File: config.mk
export PLATFORM = sky130hd
export DESIGN_NAME = ddr3_local_burst_master
export DESIGN_NICKNAME = d
export VERILOG_FILES = /design/src/rtl/ddr3_local_burst_master.sv
export SDC_FILE = /design/constraint.sdc
export NUM_CORES = 1
export LEC_CHECK = 0
export ABC_AREA = 1
export CAP_MARGIN = 10
export CORE_AREA = 2 2 453 455
export DETAILED_ROUTE_END_ITERATION = 8
export DIE_AREA = 0 0 455 457
export HOLD_SLACK_MARGIN = 0.1
export SYNTH_ARGS = -nofsm -noshare
export SYNTH_HDL_FRONTEND = slang
export SYNTH_SLANG_ARGS = --single-unit
File: constraint.sdc
create_clock -name clk -period 5.9 [get_ports clk]
set_input_delay 0.59 -clock clk [delete_from_list [all_inputs] [get_ports clk]]
set_output_delay 0.59 -clock clk [all_outputs]
set_load 0.02 [all_outputs]
File: src/rtl/ddr3_local_burst_master.sv
// ddr3_local_burst_master
//   Initiator for the DDR3 controller local interface. Converts a command
//   stream (read/write, word address, beat count) and a write-data stream
//   into local-interface burst transactions, forwards read beats back to the
//   client and tracks the number of read beats still in flight.
//   Runs entirely in the controller's phy_clk domain.
//
// Optional build macro: DDR3_MASTER_STATS_EN
//   Adds stat_clr (in) and the 32-bit wrapping counters stat_rd_beats,
//   stat_wr_beats and stat_stall (out).
//
// Ports
//   clk, reset            phy_clk, synchronous active-high reset
//   cmd_*                 command handshake (valid/ready), write flag,
//                         start address, length (0 means 1 beat)
//   wr_data/wr_be/wr_*    write beat stream, consumed on wr_valid && wr_ready
//   rd_data/rd_valid      read beats, one cycle after the controller, no backpressure
//   rd_pending            read beats requested but not yet returned
//   rd_underflow          sticky: a read beat arrived with nothing pending
//   busy                  not idle, or reads still outstanding
//   local_*               controller local interface
module ddr3_local_burst_master #(
  parameter int unsigned ADDR_W          = 24,
  parameter int unsigned DATA_W          = 256,
  parameter int unsigned SIZE_W          = 5,
  parameter int unsigned MAX_OUTSTANDING = 64
) (
  input  logic                  clk,
  input  logic                  reset,
`ifdef DDR3_MASTER_STATS_EN
  input  logic                  stat_clr,
  output logic [31:0]           stat_rd_beats,
  output logic [31:0]           stat_wr_beats,
  output logic [31:0]           stat_stall,
`endif
  input  logic                  cmd_valid,
  output logic                  cmd_ready,
  input  logic                  cmd_write,
  input  logic [ADDR_W-1:0]     cmd_addr,
  input  logic [SIZE_W-1:0]     cmd_len,
  input  logic [DATA_W-1:0]     wr_data,
  input  logic [DATA_W/8-1:0]   wr_be,
  input  logic                  wr_valid,
  output logic                  wr_ready,
  output logic [DATA_W-1:0]     rd_data,
  output logic                  rd_valid,
  output logic [7:0]            rd_pending,
  output logic                  rd_underflow,
  output logic                  busy,
  output logic [ADDR_W-1:0]     local_address,
  output logic [SIZE_W-1:0]     local_size,
  output logic                  local_burstbegin,
  output logic                  local_read_req,
  output logic                  local_write_req,
  output logic [DATA_W-1:0]     local_wdata,
  output logic [DATA_W/8-1:0]   local_be,
  input  logic                  local_ready,
  input  logic [DATA_W-1:0]     local_rdata,
  input  logic                  local_rdata_valid,
  input  logic                  local_init_done
);

  typedef enum logic [1:0] {
    INIT_WAIT,
    IDLE,
    RD_REQ,
    WR_BURST
  } state_t;

  state_t              state;
  state_t              state_nx;
  logic [SIZE_W-1:0]   beat_cnt;
  logic [SIZE_W-1:0]   cmd_len_eff;
  logic [8:0]          rd_sum;
  logic                rd_room;
  logic                accept;
  logic                wr_beat;
  logic                last_beat;
  logic                rd_issue;
  logic [7:0]          pend_inc;
  logic                pend_dec;

  assign cmd_len_eff = (cmd_len == '0) ? SIZE_W'(1) : cmd_len;
  // Room check is done at 9 bits so rd_pending + len cannot wrap.
  assign rd_sum      = {1'b0, rd_pending} + 9'(cmd_len_eff);
  assign rd_room     = (rd_sum <= 9'(MAX_OUTSTANDING));
  assign accept      = cmd_valid && cmd_ready;
  assign wr_beat     = (state == WR_BURST) && wr_valid && local_ready;
  assign last_beat   = wr_beat && (beat_cnt == local_size - SIZE_W'(1));
  assign rd_issue    = (state == RD_REQ) && local_ready;

  assign local_wdata = wr_data;
  assign local_be    = wr_be;
  assign busy        = (state != IDLE) || (rd_pending != '0);

  always_comb begin
    state_nx         = state;
    cmd_ready        = 1'b0;
    local_read_req   = 1'b0;
    local_write_req  = 1'b0;
    local_burstbegin = 1'b0;
    wr_ready         = 1'b0;
    case (state)
      INIT_WAIT: begin
        if (local_init_done) state_nx = IDLE;
      end
      IDLE: begin
        cmd_ready = local_init_done && (cmd_write || rd_room);
        if (cmd_valid && cmd_ready) state_nx = cmd_write ? WR_BURST : RD_REQ;
        else if (!local_init_done)  state_nx = INIT_WAIT;
      end
      RD_REQ: begin
        local_read_req   = 1'b1;
        local_burstbegin = 1'b1;
        if (local_ready) state_nx = IDLE;
      end
      WR_BURST: begin
        local_write_req  = wr_valid;
        wr_ready         = local_ready;
        // Burst begin accompanies every offer of the first beat, including stalls.
        local_burstbegin = wr_valid && (beat_cnt == '0);
        if (last_beat) state_nx = IDLE;
      end
      default: state_nx = INIT_WAIT;
    endcase
  end

  always_ff @(posedge clk) begin
    if (reset) begin
      state         <= INIT_WAIT;
      local_address <= '0;
      local_size    <= '0;
      beat_cnt      <= '0;
    end else begin
      state <= state_nx;
      if ((state == IDLE) && accept) begin
        local_address <= cmd_addr;
        local_size    <= cmd_len_eff;
        beat_cnt      <= '0;
      end else if (wr_beat) begin
        beat_cnt <= beat_cnt + SIZE_W'(1);
      end
    end
  end

  // Issue and return may land in the same cycle; apply both at once.
  assign pend_inc = rd_issue ? 8'(local_size) : '0;
  assign pend_dec = local_rdata_valid && (rd_pending != '0);

  always_ff @(posedge clk) begin
    if (reset) begin
      rd_pending   <= '0;
      rd_underflow <= 1'b0;
      rd_valid     <= 1'b0;
      rd_data      <= '0;
    end else begin
      rd_pending <= rd_pending + pend_inc - 8'(pend_dec);
      if (local_rdata_valid && (rd_pending == '0)) rd_underflow <= 1'b1;
      rd_valid <= local_rdata_valid;
      rd_data  <= local_rdata;
    end
  end

`ifdef DDR3_MASTER_STATS_EN
  always_ff @(posedge clk) begin
    if (reset || stat_clr) begin
      stat_rd_beats <= '0;
      stat_wr_beats <= '0;
      stat_stall    <= '0;
    end else begin
      if (local_rdata_valid) stat_rd_beats <= stat_rd_beats + 32'd1;
      if (wr_beat)           stat_wr_beats <= stat_wr_beats + 32'd1;
      if ((local_read_req || local_write_req) && !local_ready)
        stat_stall <= stat_stall + 32'd1;
    end
  end
`endif

endmodule

**Word-level counts from Yosys, hierarchy flattened**

Cells that the tools add are included.

- Add/subtract/negate cells: 5
- $lt $le $gt $ge: 1
- Equality and inequality tests: 9
- Multiplexer cells: 14
- Reductions and logical operators: 20

Operator list:

| kind | number |
|---|---|
| 1-bit logical AND | 11 |
| 5-bit zero test | 2 |
| 2-bit two-way mux | 5 |
| 5-bit two-way mux | 2 |
| 8-bit by 5-bit adder with 9-bit output | 1 |
| 9-bit by 7-bit <= comparator with 1-bit output, second input constant | 1 |
| 8-bit by 5-bit adder with 8-bit output | 1 |
| 8-bit zero test | 1 |
| 2-bit case mux with 4 select lines | 1 |
| 8-bit nonzero test | 1 |
| 8-bit by 1-bit subtractor with 8-bit output | 1 |
| 2-bit inequality test, second input constant | 3 |
| 5-bit by 1-bit adder with 5-bit output, second input constant | 1 |
| 5-bit == test | 1 |
| 1-bit two-way mux | 5 |
| 5-bit by 1-bit subtractor with 5-bit output, second input constant | 1 |
| 2-bit == test, second input constant | 2 |
| 4-bit AND reduction | 1 |
| 3-bit inequality test, second input constant | 1 |
| 2-bit by 1-bit == test with 1-bit output, second input constant | 1 |
| 2-bit zero test | 1 |
| 1-bit logical OR | 2 |
| 2-bit by 1-bit inequality test with 1-bit output, second input constant | 1 |
| 1-bit case mux with 2 select lines | 1 |
| 2-bit OR reduction | 1 |

- Register bits after elaboration: 302
- Bits of input ports: 581

**Logic depth before layout (Yosys ltp)**

Gate-level depths: netlist of run 1.

- Depth after elaboration: 10
- Mapped depth: 21
- Gate-level depth less buffers: 21

**Worst setup path before layout of run 1**

Ideal clock, no wire load.

- Path type: input to output
- From: input port cmd_len[1]
- To: output port cmd_ready
- Data arrival time: 2545 ps
- Data required time: 5310 ps
- Path slack: 2765 ps
- Stages: 15
- Buffers on the path: 0
- Path through: inv_1 -> a31oi_1 -> inv_1 -> ha_1 -> fa_1 -> or2_2 -> nor2_1 -> nand3_1 -> nor2_1 -> nand2_1 -> nand2_1 -> nand2_1 -> nand2_2 -> nand2_1 -> nor2_1

- Longest elaborated chain between the ends: 7

Ends and longest elaborated chain:

| what | RTL line | text |
|---|---|---|
| start, declared | 40 | `input logic [SIZE_W-1:0] cmd_len,` |
| 5-bit zero test | 83 | `assign cmd_len_eff = (cmd_len == '0) ? SIZE_W'(1) : cmd_len;` |
| 5-bit two-way mux | 83 |  |
| named net cmd_len_eff[0] | 73 | `logic [SIZE_W-1:0] cmd_len_eff;` |
| 8-bit by 5-bit adder with 9-bit output | 85 | `assign rd_sum = {1'b0, rd_pending} + 9'(cmd_len_eff);` |
| 9-bit by 7-bit <= comparator with 1-bit output | 86 | `assign rd_room = (rd_sum <= 9'(MAX_OUTSTANDING));` |
| 1-bit logical OR | 108 | `cmd_ready = local_init_done && (cmd_write \|\| rd_room);` |
| 1-bit logical AND | 108 |  |
| 1-bit two-way mux | 103 | `case (state)` |
| end, declared | 37 | `output logic cmd_ready,` |

The timed path passes the listed nets, and every way through them passes these cells.

**Worst setup path in the final report of run 1**

Ends and elaborated chain as after synthesis.

==> out/results.md, run 1 <==
Run status
• **result of the run** complete, no violations

STA
• **sum of negative setup slack** 0 ps
• **Final setup viols** 0
• **share of the clock period used by the worst path after layout** 0.790
• **post-layout min period** 4660 ps
• **number of hold violations in the final report** 0
• **Worst Skew** 13.3 ps
• **pin slew with the least headroom to its limit** 816 ps
• **worst max-slew margin expressed relative to the limit** 0.456
• **worst-case setup margin in the final layout** 1240 ps
• **Final Max Tran Viols** 0
• **worst hold slack** 329 ps
• **setup repair after global routing missed its margin** false
• **Highest Clock Rate** 215 MHz

Synth
• **register bit count reported by yosys** 302
• **proportion of register bits with asynchronous set or reset after synthesis** 0
• **Post-Syn Area per Cell** 8.19 um^2
• **post-synthesis sequential area ratio** 0.504
• **number of warnings issued by yosys** 0
• **Post-synth EDFFs** 0
• **count of different cell masters after synthesis** 33
• **most frequently used flop master after synthesis** sky130_fd_sc_hd__dfxtp_1
• **commonest cells in the netlist** sky130_fd_sc_hd__nor2_1, sky130_fd_sc_hd__inv_1, sky130_fd_sc_hd__dfxtp_1
• **total standard cell area after synthesis** 12000 um^2
• **proportion of netlist area held by the largest area contributor** 0.504
• **Area contributors post-synth** sky130_fd_sc_hd__dfxtp_1, sky130_fd_sc_hd__buf_4, sky130_fd_sc_hd__nor2_1, sky130_fd_sc_hd__inv_1, sky130_fd_sc_hd__ha_1
• **cell taking the most area after synthesis** sky130_fd_sc_hd__dfxtp_1
• **cell count after synthesis** 1466
• **dominant cell by count in the synthesized netlist** sky130_fd_sc_hd__nor2_1
• **Net Count, Synth** 2072

Clock tree
• **number of buffers inserted by post-CTS setup repair** 0
• **clock slew seen by the registers of the worst setup and hold paths** 60 ps
• **total of hold buffers inserted after clock tree synthesis** 0
• **count of instances resized after the clock tree is built** 0
• **H-tree Lvls** 2
• **maximum number of buffers from clock root to sink** 3
• **clock buffers created by TritonCTS** 47
• **number of sinks on the clock net** 302
• **CTS Root Buffer Type** sky130_fd_sc_hd__clkbuf_16
• **CTS tree** built
• **worst skew pair latency** 660 ps

Critical path
• **worst setup path class** input port to output pin
• **data required time at the worst endpoint** 5310 ps
• **crit path DAT** 4070 ps
• **critical register-to-register path startpoint** rd_pending[0]
• **category of the worst setup path capture point** output pin
• **Worst Setup Start Kind** input port
• **Crit Path Max Fanout** 3
• **timing startpoint of the critical path** cmd_len[1]

Hold path
• **Worst Hold Launch** reset
• **Hold WC Path Type** input port to flop

Drt
• **total vias in the final route** 11200
• **DRT Wirelength** 153000 um
• **post-detailed-route count of antenna-violating nets** 0
• **post-detailed-route wirelength per cell** 33.9 um
• **drc violations** 0
• **via density per instance** 2.47
• **detailed router's first-iteration violation count** 608
• **drt first pass iters** 5

Placement
• **RD Place Congestion** 0.865
• **pre-CTS setup slack** 1190 ps
• **number of input and output port buffers inserted** 593
• **post-detail-place hpwl** 140000 um

Floorplanning
• **floorplan row count** 166
• **initial core utilization** 0.0590
• **die extent in y** 457 um
• **core area** 203000 um^2
• **total die area** 208000 um^2
• **horizontal die dimension** 455 um
• **count of pins on the block boundary** 1170

Global route
• **initial antenna violation count** 117
• **GRT Total Usage** 0.142
• **total congestion overflow after global routing** 0
• **largest net degree at the start of global routing** 129
• **wire length of the first global-routing pass** 176000 um
• **number of global-route vias before repair** 10700

Pwr
• **VDD IR max** 0.209 mV
• **Power Density** 335 nW/um^2
• **static leakage** 8.41 nW

Finish
• **Multi-input gate area** 2430 um^2
• **Fill cells** 23400
• **fraction of layout cells with a size suffix above 1** 0.0587
• **total number of nets in the final design** 2392
• **Area growth, synth to finish** 72.7%
• **Seq. cell area** 6050 um^2

Job
• **# Max-Cap Violations** 0

[area by class of cell]
cell class | instances | area share
multi-input cells | 523 | 0.117
clock buffers | 59 | 0.0623
clock inverters | 28 | 0.0203
diodes | 2 | 0.000241
well taps | 2688 | 0.162
repair buffers | 598 | 0.289
inverters | 314 | 0.0570
flip-flops and latches | 302 | 0.292
[power by group]
group,internal [W],switching (W)
clock network,0.00188,0.00127
logic,0.000608,0.000894
registers,0.00218,0.000107
[registers in the layout, summed over array words and instances (netlist names)]
signal	count
local_address	24
beat_cnt	5
state	2
rd_data	256
rd_underflow	1
rd_valid	1
rd_pending	8
local_size	5
[metrics by stage]
| stage | total power, W | utilization | std cells | cell area [um^2] |
|---|---|---|---|---|
| 3_3_place_gp | 0.00380 | 0.0935 | 4424 | 19000 |
| 5_1_grt | 0.00730 | 0.102 | 4514 | 20700 |
| 2_1_floorplan | 0.00323 | - | 1466 | 12000 |
| 4_1_cts | 0.00712 | 0.102 | 4512 | 20700 |
| 3_5_place_dp | 0.00384 | 0.0935 | 4425 | 19000 |
| 6_report | 0.00694 | 0.102 | 4514 | 20700 |
[worst max-delay path, cell delays in order]
cell and delay [ps]:
sky130_fd_sc_hd__clkdlybuf4s50_1 570, sky130_fd_sc_hd__inv_1 80, sky130_fd_sc_hd__a31oi_1 220, sky130_fd_sc_hd__inv_1 70, sky130_fd_sc_hd__ha_1 240, sky130_fd_sc_hd__fa_1 480
sky130_fd_sc_hd__or2_2 300, sky130_fd_sc_hd__nor2_1 110, sky130_fd_sc_hd__nand3_1 80, sky130_fd_sc_hd__nor2_1 80, sky130_fd_sc_hd__nand2_1 60, sky130_fd_sc_hd__nand2_1 50
sky130_fd_sc_hd__nand2_1 200, sky130_fd_sc_hd__nand2_2 170, sky130_fd_sc_hd__nand2_1 60, sky130_fd_sc_hd__nor2_1 80, sky130_fd_sc_hd__clkdlybuf4s50_1 610
[kinds of logic (layout without fill, tap and decap cells)]
family	after synthesis	count (layout)	synth area share
AO/OA/AOI/OAI	65	65	0.0286
XOR/XNOR	6	6	0.00438
adder cells (fa/ha/maj)	25	25	0.0273
buffers and inverters	641	999	0.294
flip-flops	302	302	0.504
other	0	2	0
AND/OR/NAND/NOR	427	427	0.142
[placed cells by master (no fill, tap or decap), types with 2 or more instances in the layout]
cell,synthesis,routed
sky130_fd_sc_hd__clkdlybuf4s50_1,0,592
sky130_fd_sc_hd__nor2_1,332,332
sky130_fd_sc_hd__inv_1,312,312
sky130_fd_sc_hd__dfxtp_1,302,302
sky130_fd_sc_hd__nand2_1,57,57
sky130_fd_sc_hd__clkbuf_16,0,47
sky130_fd_sc_hd__o21ai_0,28,28
sky130_fd_sc_hd__ha_1,23,23
sky130_fd_sc_hd__a21oi_1,18,18
sky130_fd_sc_hd__nand3_1,12,12
sky130_fd_sc_hd__o21ai_1,12,12
sky130_fd_sc_hd__nor2_2,10,10
sky130_fd_sc_hd__clkinvlp_4,0,9
sky130_fd_sc_hd__bufinv_16,0,7
sky130_fd_sc_hd__clkbuf_8,0,7
sky130_fd_sc_hd__clkbuf_1,34,5
sky130_fd_sc_hd__nand4_1,4,4
sky130_fd_sc_hd__xor2_1,4,4
sky130_fd_sc_hd__clkinv_2,0,4
sky130_fd_sc_hd__clkinv_4,0,3
sky130_fd_sc_hd__buf_4,288,3
sky130_fd_sc_hd__diode_2,0,2
sky130_fd_sc_hd__nand2_2,2,2
sky130_fd_sc_hd__nand3_2,2,2
sky130_fd_sc_hd__or2_2,2,2
sky130_fd_sc_hd__o211ai_1,2,2
sky130_fd_sc_hd__nor3_1,2,2
sky130_fd_sc_hd__xnor2_1,2,2
sky130_fd_sc_hd__fa_1,2,2
sky130_fd_sc_hd__clkinv_16,0,2
sky130_fd_sc_hd__inv_6,0,2
[metal layers]
metal,track usage,routed length [um]
met2,0.242,72600
met4,0.0309,4830
met1,0.0960,35800
met5,0.00583,172
met3,0.170,39700
[final timing paths]
check / depth (start not counted) / slack (ps) / to
setup / recovery: 17 / 1240 / cmd_ready
hold / removal: 2 / 330 / rd_data[225]
setup reg to reg: 15 / 2240 / beat_cnt[2]
hold reg to reg: 2 / 490 / rd_underflow
Note: power is estimated with default switching activity, not from simulation.
==> run 2: changes to the inputs <==
--- a/config.mk
+++ b/config.mk
@@ -7,9 +7,9 @@
 export LEC_CHECK = 0
 export ABC_AREA = 1
 export CAP_MARGIN = 10
-export CORE_AREA = 2 2 453 455
+export CORE_AREA = 2 2 458 460
 export DETAILED_ROUTE_END_ITERATION = 8
-export DIE_AREA = 0 0 455 457
+export DIE_AREA = 0 0 460 462
 export HOLD_SLACK_MARGIN = 0.1
 export SYNTH_ARGS = -nofsm -noshare
 export SYNTH_HDL_FRONTEND = slang
==> constraint.sdc (replaced) <==
create_clock -name clk -period 4.22 [get_ports clk]
set_input_delay 0.422 -clock clk [delete_from_list [all_inputs] [get_ports clk]]
set_output_delay 0.422 -clock clk [all_outputs]
set_load 0.02 [all_outputs]
==> run 2 against run 1 <==
Combinational power up 41%. Worst setup slack worse by 830 ps. Global-route usage rose by 1.1 points. Sequential power is 42% higher. Cell area is 0.10% higher. Hold slack lost 170 ps. Non-clock buffer count unchanged. Flip-flop and latch count did not move. Sequential share of layout area is essentially flat. Clock power grew 35%. First-iteration DRC count decreased by 6.4%. Critical path type is now flop to flop. Largest cell class unchanged.
==> out/results.md, run 2 (same netlist as run 1, synthesis figures left out) <==
Global route
• **initial antenna violation count** 129, +10%
• **total congestion overflow after global routing** 0, unchanged
• **GRT Total Usage** 0.153, +0.0110
• **largest net degree at the start of global routing** 114, -12%
• **wire length of the first global-routing pass** 193000 um, +9.6%
• **number of global-route vias before repair** 11200, +4.8%

Placement
• **number of input and output port buffers inserted** 593, unchanged
• **RD Place Congestion** 0.787, -9.0%
• **pre-CTS setup slack** -101 ps, -1300 ps
• **post-detail-place hpwl** 156000 um, +11%
• **placement-stage cell area** 19100 um^2, +0.29%

Critical path
• **critical-path cell list** inv_1 > ha_1 > nand2_1 > nor4_1 > nor2_1 > ha_1 > inv_1 > ha_1 > inv_1 > fa_1 > nor2_1 > o21ai_0 > nand2_1 > nand2_1 > inv_1 > nor2_1 > nor2_1 > nor2_1 > o21ai_0 > a21oi_1
• **worst setup path class** flop to flop
• **slowest cell on the critical path** sky130_fd_sc_hd__nor4_1
• **cell seen most often among critical-path stages** sky130_fd_sc_hd__nor2_1
• **data required time at the worst endpoint** 4730 ps, -580 ps
• **delay-heaviest family, CP** simple AND/OR/NAND/NOR gates
• **Crit Path Max Fanout** 5, +2
• **Critical path buffers and inverters** 4, unchanged
• **crit path DAT** 4320 ps, +250 ps
• **category of the worst setup path capture point** flop
• **Worst Setup Start Kind** flop
• **highest cell delay on the worst timing path** 780 ps, +170 ps

STA
• **post-layout min period** 3810 ps
• **Final Max Tran Viols** 0, unchanged
• **worst max-slew margin expressed relative to the limit** 0.366, -0.0903
• **setup repair after global routing missed its margin** false
• **sum of negative setup slack** 0 ps, unchanged
• **Highest Clock Rate** 263 MHz
• **Final setup viols** 0, unchanged
• **share of the clock period used by the worst path after layout** 0.903
• **worst-case setup margin in the final layout** 411 ps, -830 ps
• **number of hold violations in the final report** 0, unchanged
• **pin slew with the least headroom to its limit** 942 ps, +127 ps
• **Worst Skew** 14.8 ps, +1.50 ps
• **worst hold slack** 154 ps, -175 ps

Finish
• **register with the most flip-flops** rd_data
• **Regs by FF count** rd_data (256), local_address (24), rd_pending (8)
• **final core area utilization** 0.0997, -0.00223
• **final design instance area without fill** 20700 um^2, +0.10%
• **number of flip-flops in the largest register** 256, unchanged
• **total number of nets in the final design** 2391, -0.042%
• **leading cell types in the layout, fill and taps excluded** sky130_fd_sc_hd__clkdlybuf4s50_1, sky130_fd_sc_hd__nor2_1, sky130_fd_sc_hd__inv_1
• **Area growth, synth to finish** 72.8%
• **fraction of layout cells with a size suffix above 1** 0.0560, -0.00265
• **most frequent standard cell in the layout excluding fill and tap cells** sky130_fd_sc_hd__clkdlybuf4s50_1

Run status
• **result of the run** complete, no violations

Floorplanning
• **total die area** 213000 um^2, +2.2%
• **initial core utilization** 0.0577, -0.00135
• **floorplan row count** 168, +1.2%
• **count of pins on the block boundary** 1170, unchanged
• **horizontal die dimension** 460 um, +1.1%
• **core area** 208000 um^2, +2.3%
• **die extent in y** 462 um, +1.1%

Drt
• **drc violations** 0, unchanged
• **DRT Wirelength** 169000 um, +10%
• **via density per instance** 2.51, +1.5%
• **drt first pass iters** 5, unchanged
• **detailed router's first-iteration violation count** 569, -6.4%
• **post-detailed-route count of antenna-violating nets** 0, unchanged
• **total vias in the final route** 11400, +2.3%
• **post-detailed-route wirelength per cell** 37.2 um, +9.6%

Clock tree
• **number of sinks on the clock net** 302, unchanged
• **CTS Root Buffer Type** sky130_fd_sc_hd__clkbuf_16
• **clock buffers created by TritonCTS** 46, -2.1%
• **H-tree Lvls** 2, unchanged
• **number of buffers inserted by post-CTS setup repair** 0, unchanged
• **CTS tree** built
• **maximum number of buffers from clock root to sink** 3, unchanged
• **clock slew seen by the registers of the worst setup and hold paths** 60 ps, about the same
• **worst skew pair latency** 630 ps, -30 ps

Hold path
• **Hold WC Path Type** input port to flop

Pwr
• **Power Density** 463 nW/um^2, +38%
• **VDD IR max** 0.278 mV, +33%
• **static leakage** 8.42 nW, about the same

Job
• **# Max-Cap Violations** 0, unchanged

-- run 2: cell types whose count changed in the layout (fill, tap and decap cells not counted), sizes merged --
cell	change
dlymetal6s2s	+1
clkinv	-4
clkdlybuf4s50	-1
bufinv	-2
diode	+9
clkinvlp	-4
clkbuf	+8
inv	-1
-- run 2: final cells by class --
cell class	instances	area, um^2
fill	24100	187000
sequential	302	6050
timing repair buffer	598	6010
tap	2720	3400
multi-input combinational	523	2430
clock buffer	67	1360
inverter	314	1180
clock inverter	17	292
antenna	11	27.5
-- run 2: final timing paths --
path | cells after the start | endpoint | slack (ps) | start
worst max-delay path | 20 | rd_pending[6] | 410 | rd_pending[6]
worst min-delay path | 2 | rd_pending[1] | 150 | reset
worst max register to register | 20 | rd_pending[6] | 410 | rd_pending[6]
worst min register to register | 2 | rd_underflow | 480 | rd_underflow
-- run 2: through the flow --
| step | power, W | std cells |
|---|---|---|
| 2_1_floorplan | 0.00451 | 1466 |
| 3_3_place_gp | 0.00535 | 4457 |
| 3_5_place_dp | 0.00543 | 4457 |
| 4_1_cts | 0.00984 | 4541 |
| 5_1_grt | 0.0101 | 4545 |
| 6_report | 0.00960 | 4552 |
-- run 2: where the power goes --
group / internal [W] / switching [W] / total, W / leakage, nW
logic: 0.000851 / 0.00126 / 0.00212 / 5.12
clock network: 0.00256 / 0.00168 / 0.00424 / 0.790
registers: 0.00306 / 0.000195 / 0.00325 / 2.51
-- run 2: repair_timing --
item,4_1_cts,5_1_grt
hold buffers,0,0
setup endpoints to repair,1,1
gates resized for setup,1,1
-- run 2: worst reg2reg max path, cell delays in order (launching register included) --
cell                      delay [ps]
sky130_fd_sc_hd__dfxtp_1         440
sky130_fd_sc_hd__inv_1           220
sky130_fd_sc_hd__ha_1            180
sky130_fd_sc_hd__nand2_1          60
sky130_fd_sc_hd__nor4_1          780
sky130_fd_sc_hd__nor2_1          130
sky130_fd_sc_hd__ha_1            340
sky130_fd_sc_hd__inv_1            60
sky130_fd_sc_hd__ha_1            150
sky130_fd_sc_hd__inv_1            60
sky130_fd_sc_hd__fa_1            400
sky130_fd_sc_hd__nor2_1          110
sky130_fd_sc_hd__o21ai_0          80
sky130_fd_sc_hd__nand2_1          90
sky130_fd_sc_hd__nand2_1          50
sky130_fd_sc_hd__inv_1            60
sky130_fd_sc_hd__nor2_1           50
sky130_fd_sc_hd__nor2_1          100
sky130_fd_sc_hd__nor2_1           80
sky130_fd_sc_hd__o21ai_0         180
sky130_fd_sc_hd__a21oi_1          60
-- run 2: metal layers --
metal	global-route usage	share of wire
met3	0.208	0.29
met4	0.0302	0.027
met1	0.0978	0.22
met2	0.251	0.45
met5	0.0104	0.0019
==> run 3: changes to the inputs <==
--- a/config.mk
+++ b/config.mk
@@ -11,6 +11,7 @@
 export DETAILED_ROUTE_END_ITERATION = 8
 export DIE_AREA = 0 0 460 462
 export HOLD_SLACK_MARGIN = 0.1
+export SETUP_SLACK_MARGIN = 0.15
 export SYNTH_ARGS = -nofsm -noshare
 export SYNTH_HDL_FRONTEND = slang
 export SYNTH_SLANG_ARGS = --single-unit
==> run 3 against run 2 <==
Sequential share of layout area barely moved. Maximum frequency fell by 1.5%. Die area did not move. Cell area barely moved. Clock power barely moved. Flip-flop and latch count did not move. First-iteration DRC count fell by 0.70%. Total power barely moved. Via count barely moved. Critical path type is now input port to output pin. Largest cell class unchanged. Highest routed layer unchanged.
==> out/results.md, run 3 (same netlist as run 1, synthesis figures left out) <==
STA
• **Final setup viols** 0, unchanged
• **number of hold violations in the final report** 0, unchanged
• **post-layout min period** 3870 ps, +56.1 ps
• **worst hold slack** 156 ps, +1.51 ps
• **setup repair after global routing missed its margin** false
• **pin slew with the least headroom to its limit** 705 ps, -237 ps
• **share of the clock period used by the worst path after layout** 0.916, +0.0133
• **sum of negative setup slack** 0 ps, unchanged
• **Worst Skew** 13.8 ps, -0.998 ps
• **Highest Clock Rate** 259 MHz, -1.5%
• **worst max-slew margin expressed relative to the limit** 0.528, +0.163
• **Final Max Tran Viols** 0, unchanged

Clock tree
• **CTS tree** built
• **H-tree Lvls** 2, unchanged
• **worst skew pair latency** 630 ps, about the same
• **maximum number of buffers from clock root to sink** 3, unchanged
• **number of sinks on the clock net** 302, unchanged
• **clock buffers created by TritonCTS** 46, unchanged
• **CTS Root Buffer Type** sky130_fd_sc_hd__clkbuf_16
• **clock slew seen by the registers of the worst setup and hold paths** 60 ps, about the same

Critical path
• **Worst Setup Start Kind** input port
• **delay-heaviest family, CP** simple AND/OR/NAND/NOR gates
• **data required time at the worst endpoint** 3800 ps, -930 ps
• **slowest cell on the critical path** sky130_fd_sc_hd__clkdlybuf4s50_1
• **crit path DAT** 3440 ps, -880 ps
• **highest cell delay on the worst timing path** 560 ps, -220 ps
• **Critical path buffers and inverters** 4, unchanged
• **category of the worst setup path capture point** output pin
• **critical-path cell list** clkdlybuf4s50_1 > inv_1 > a31oi_1 > inv_1 > ha_1 > fa_1 > or2_2 > nor2_1 > nand3_1 > nor2_1 > nand2_1 > nand2_1 > nand2_2 > nand2_2 > nand2_1 > nor2_1 > clkdlybuf4s15_1
• **Crit Path Max Fanout** 3, -2
• **worst setup path class** input port to output pin

Floorplanning
• **total die area** 213000 um^2, unchanged
• **count of pins on the block boundary** 1170, unchanged
• **core area** 208000 um^2, unchanged
• **floorplan row count** 168, unchanged
• **horizontal die dimension** 460 um, unchanged
• **initial core utilization** 0.0577, unchanged
• **die extent in y** 462 um, unchanged

Finish
• **register with the most flip-flops** rd_data
• **number of flip-flops in the largest register** 256, unchanged
• **most frequent standard cell in the layout excluding fill and tap cells** sky130_fd_sc_hd__clkdlybuf4s50_1
• **Seq. cell area** 6050 um^2, unchanged
• **final design instance area without fill** 20800 um^2, about the same
• **total number of nets in the final design** 2391, unchanged
• **non-filler instance count after layout** 4552, unchanged
• **Multi-input gate area** 2440 um^2, +0.26%
• **leading cell types in the layout, fill and taps excluded** sky130_fd_sc_hd__clkdlybuf4s50_1, sky130_fd_sc_hd__nor2_1, sky130_fd_sc_hd__inv_1
• **Regs by FF count** rd_data (256), local_address (24), rd_pending (8)
• **Fill cells** 24100, -0.0041%
• **Area growth, synth to finish** 72.9%, about the same
• **fraction of layout cells with a size suffix above 1** 0.0566, +0.000549

Drt
• **max layer used** met5
• **met2 wire len** 76900 um, about the same
• **post-detailed-route count of antenna-violating nets** 0, unchanged
• **post-detailed-route wirelength per cell** 37.2 um, about the same
• **drt first pass iters** 6, +1
• **via density per instance** 2.51, about the same
• **wire length on met1** 37600 um, -0.27%
• **routed wire length on met3** 49800 um, +0.14%
• **total vias in the final route** 11400, -0.0088%
• **detailed router's first-iteration violation count** 565, -0.70%
• **drc violations** 0, unchanged
• **DRT Wirelength** 169000 um, about the same

Run status
• **result of the run** complete, no violations

Pwr
• **net load switching power** 0.00314 W, about the same
• **Int Pwr** 0.00647 W, about the same
• **relative contribution of combinational cells to total power** 0.220, about the same
• **Reg power frac** 0.338, about the same
• **static leakage** 8.40 nW, -0.18%
• **clock power share** 0.441, about the same
• **fraction of power spent switching nets** 0.327, about the same
• **VDD IR max** 0.278 mV, about the same
• **Power Density** 463 nW/um^2, about the same
• **total power consumption of the routed design** 0.00960 W, about the same

Global route
• **wire length of the first global-routing pass** 193000 um, unchanged
• **initial antenna violation count** 129, unchanged
• **number of global-route vias before repair** 11200, unchanged
• **GRT Total Usage** 0.153, unchanged
• **largest net degree at the start of global routing** 114, unchanged
• **total congestion overflow after global routing** 0, unchanged

Placement
• **RD Place Congestion** 0.787, unchanged
• **cell count after placement** 4457, unchanged
• **number of input and output port buffers inserted** 593, unchanged
• **post-detail-place hpwl** 156000 um, unchanged
• **placement-stage cell area** 19100 um^2, unchanged

Hold path
• **Hold WC Path Type** input port to flop

Job
• **# Max-Cap Violations** 0, unchanged

-- run 3: cell count changes in the layout (fill, tap and decap cells not counted), sizes merged --
cell,change
clkdlybuf4s15,+1
dlymetal6s2s,-1
-- run 3: worst reg2reg max path: cells and delay by family, from the launching register on --
| kind | cells | cell delay [ps] |
|---|---|---|
| AOI/OAI and AO/OA | 3 | 300 |
| and+or+nand+nor | 9 | 1200 |
| buffers and inverters | 4 | 400 |
| adders and majority gates | 4 | 1050 |
| DFF | 1 | 440 |
-- run 3: final cells by class --
type	count	share of cell area
inverters	314	0.0569
clock buffers	67	0.0655
well taps	2720	0.164
clock inverters	17	0.0140
multi-input cells	523	0.118
diodes	11	0.00133
repair buffers	598	0.289
flip-flops and latches	302	0.291
-- run 3: final timing paths --
check,start,endpoint,slack (ps),cells past startpoint
worst max-delay path,cmd_len[1],cmd_ready,350,17
worst min register to register,rd_underflow,rd_underflow,480,2
worst max register to register,rd_pending[6],rd_pending[6],710,20
worst min-delay path,reset,rd_pending[1],160,2
-- run 3: per-stage QoR --
stage	utilization	setup slack, ps
final	0.0997	355
after global routing	0.0996	170
after CTS	0.0996	308
after detailed placement	0.0916	-101
after global placement	0.0916	-83.9
after floorplan	-	1420
-- run 3: layer usage --
metal | up-vias | track usage
met5 | - | 0.0104
met4 | 6 | 0.0302
met3 | 388 | 0.208
met2 | 1430 | 0.251
met1 | 5001 | 0.0978
li1 | 4583 | -
-- run 3: power by group through the flow --
| stage | registers, W | clock network, W | logic [W] |
|---|---|---|---|
| floorplan | 0.00344 | 0 | 0.00107 |
| global placement | 0.00331 | 0 | 0.00204 |
| detailed placement | 0.00332 | 0 | 0.00211 |
| CTS | 0.00326 | 0.00446 | 0.00213 |
| global route | 0.00327 | 0.00453 | 0.00231 |
| finish | 0.00325 | 0.00424 | 0.00212 |
-- run 3: what timing repair did --
item	in CTS	in global routing
hold endpoints to repair	0	0
setup buffers	0	0
resized for setup	2	2
hold buffers	0	0
setup endpoints to repair	1	2
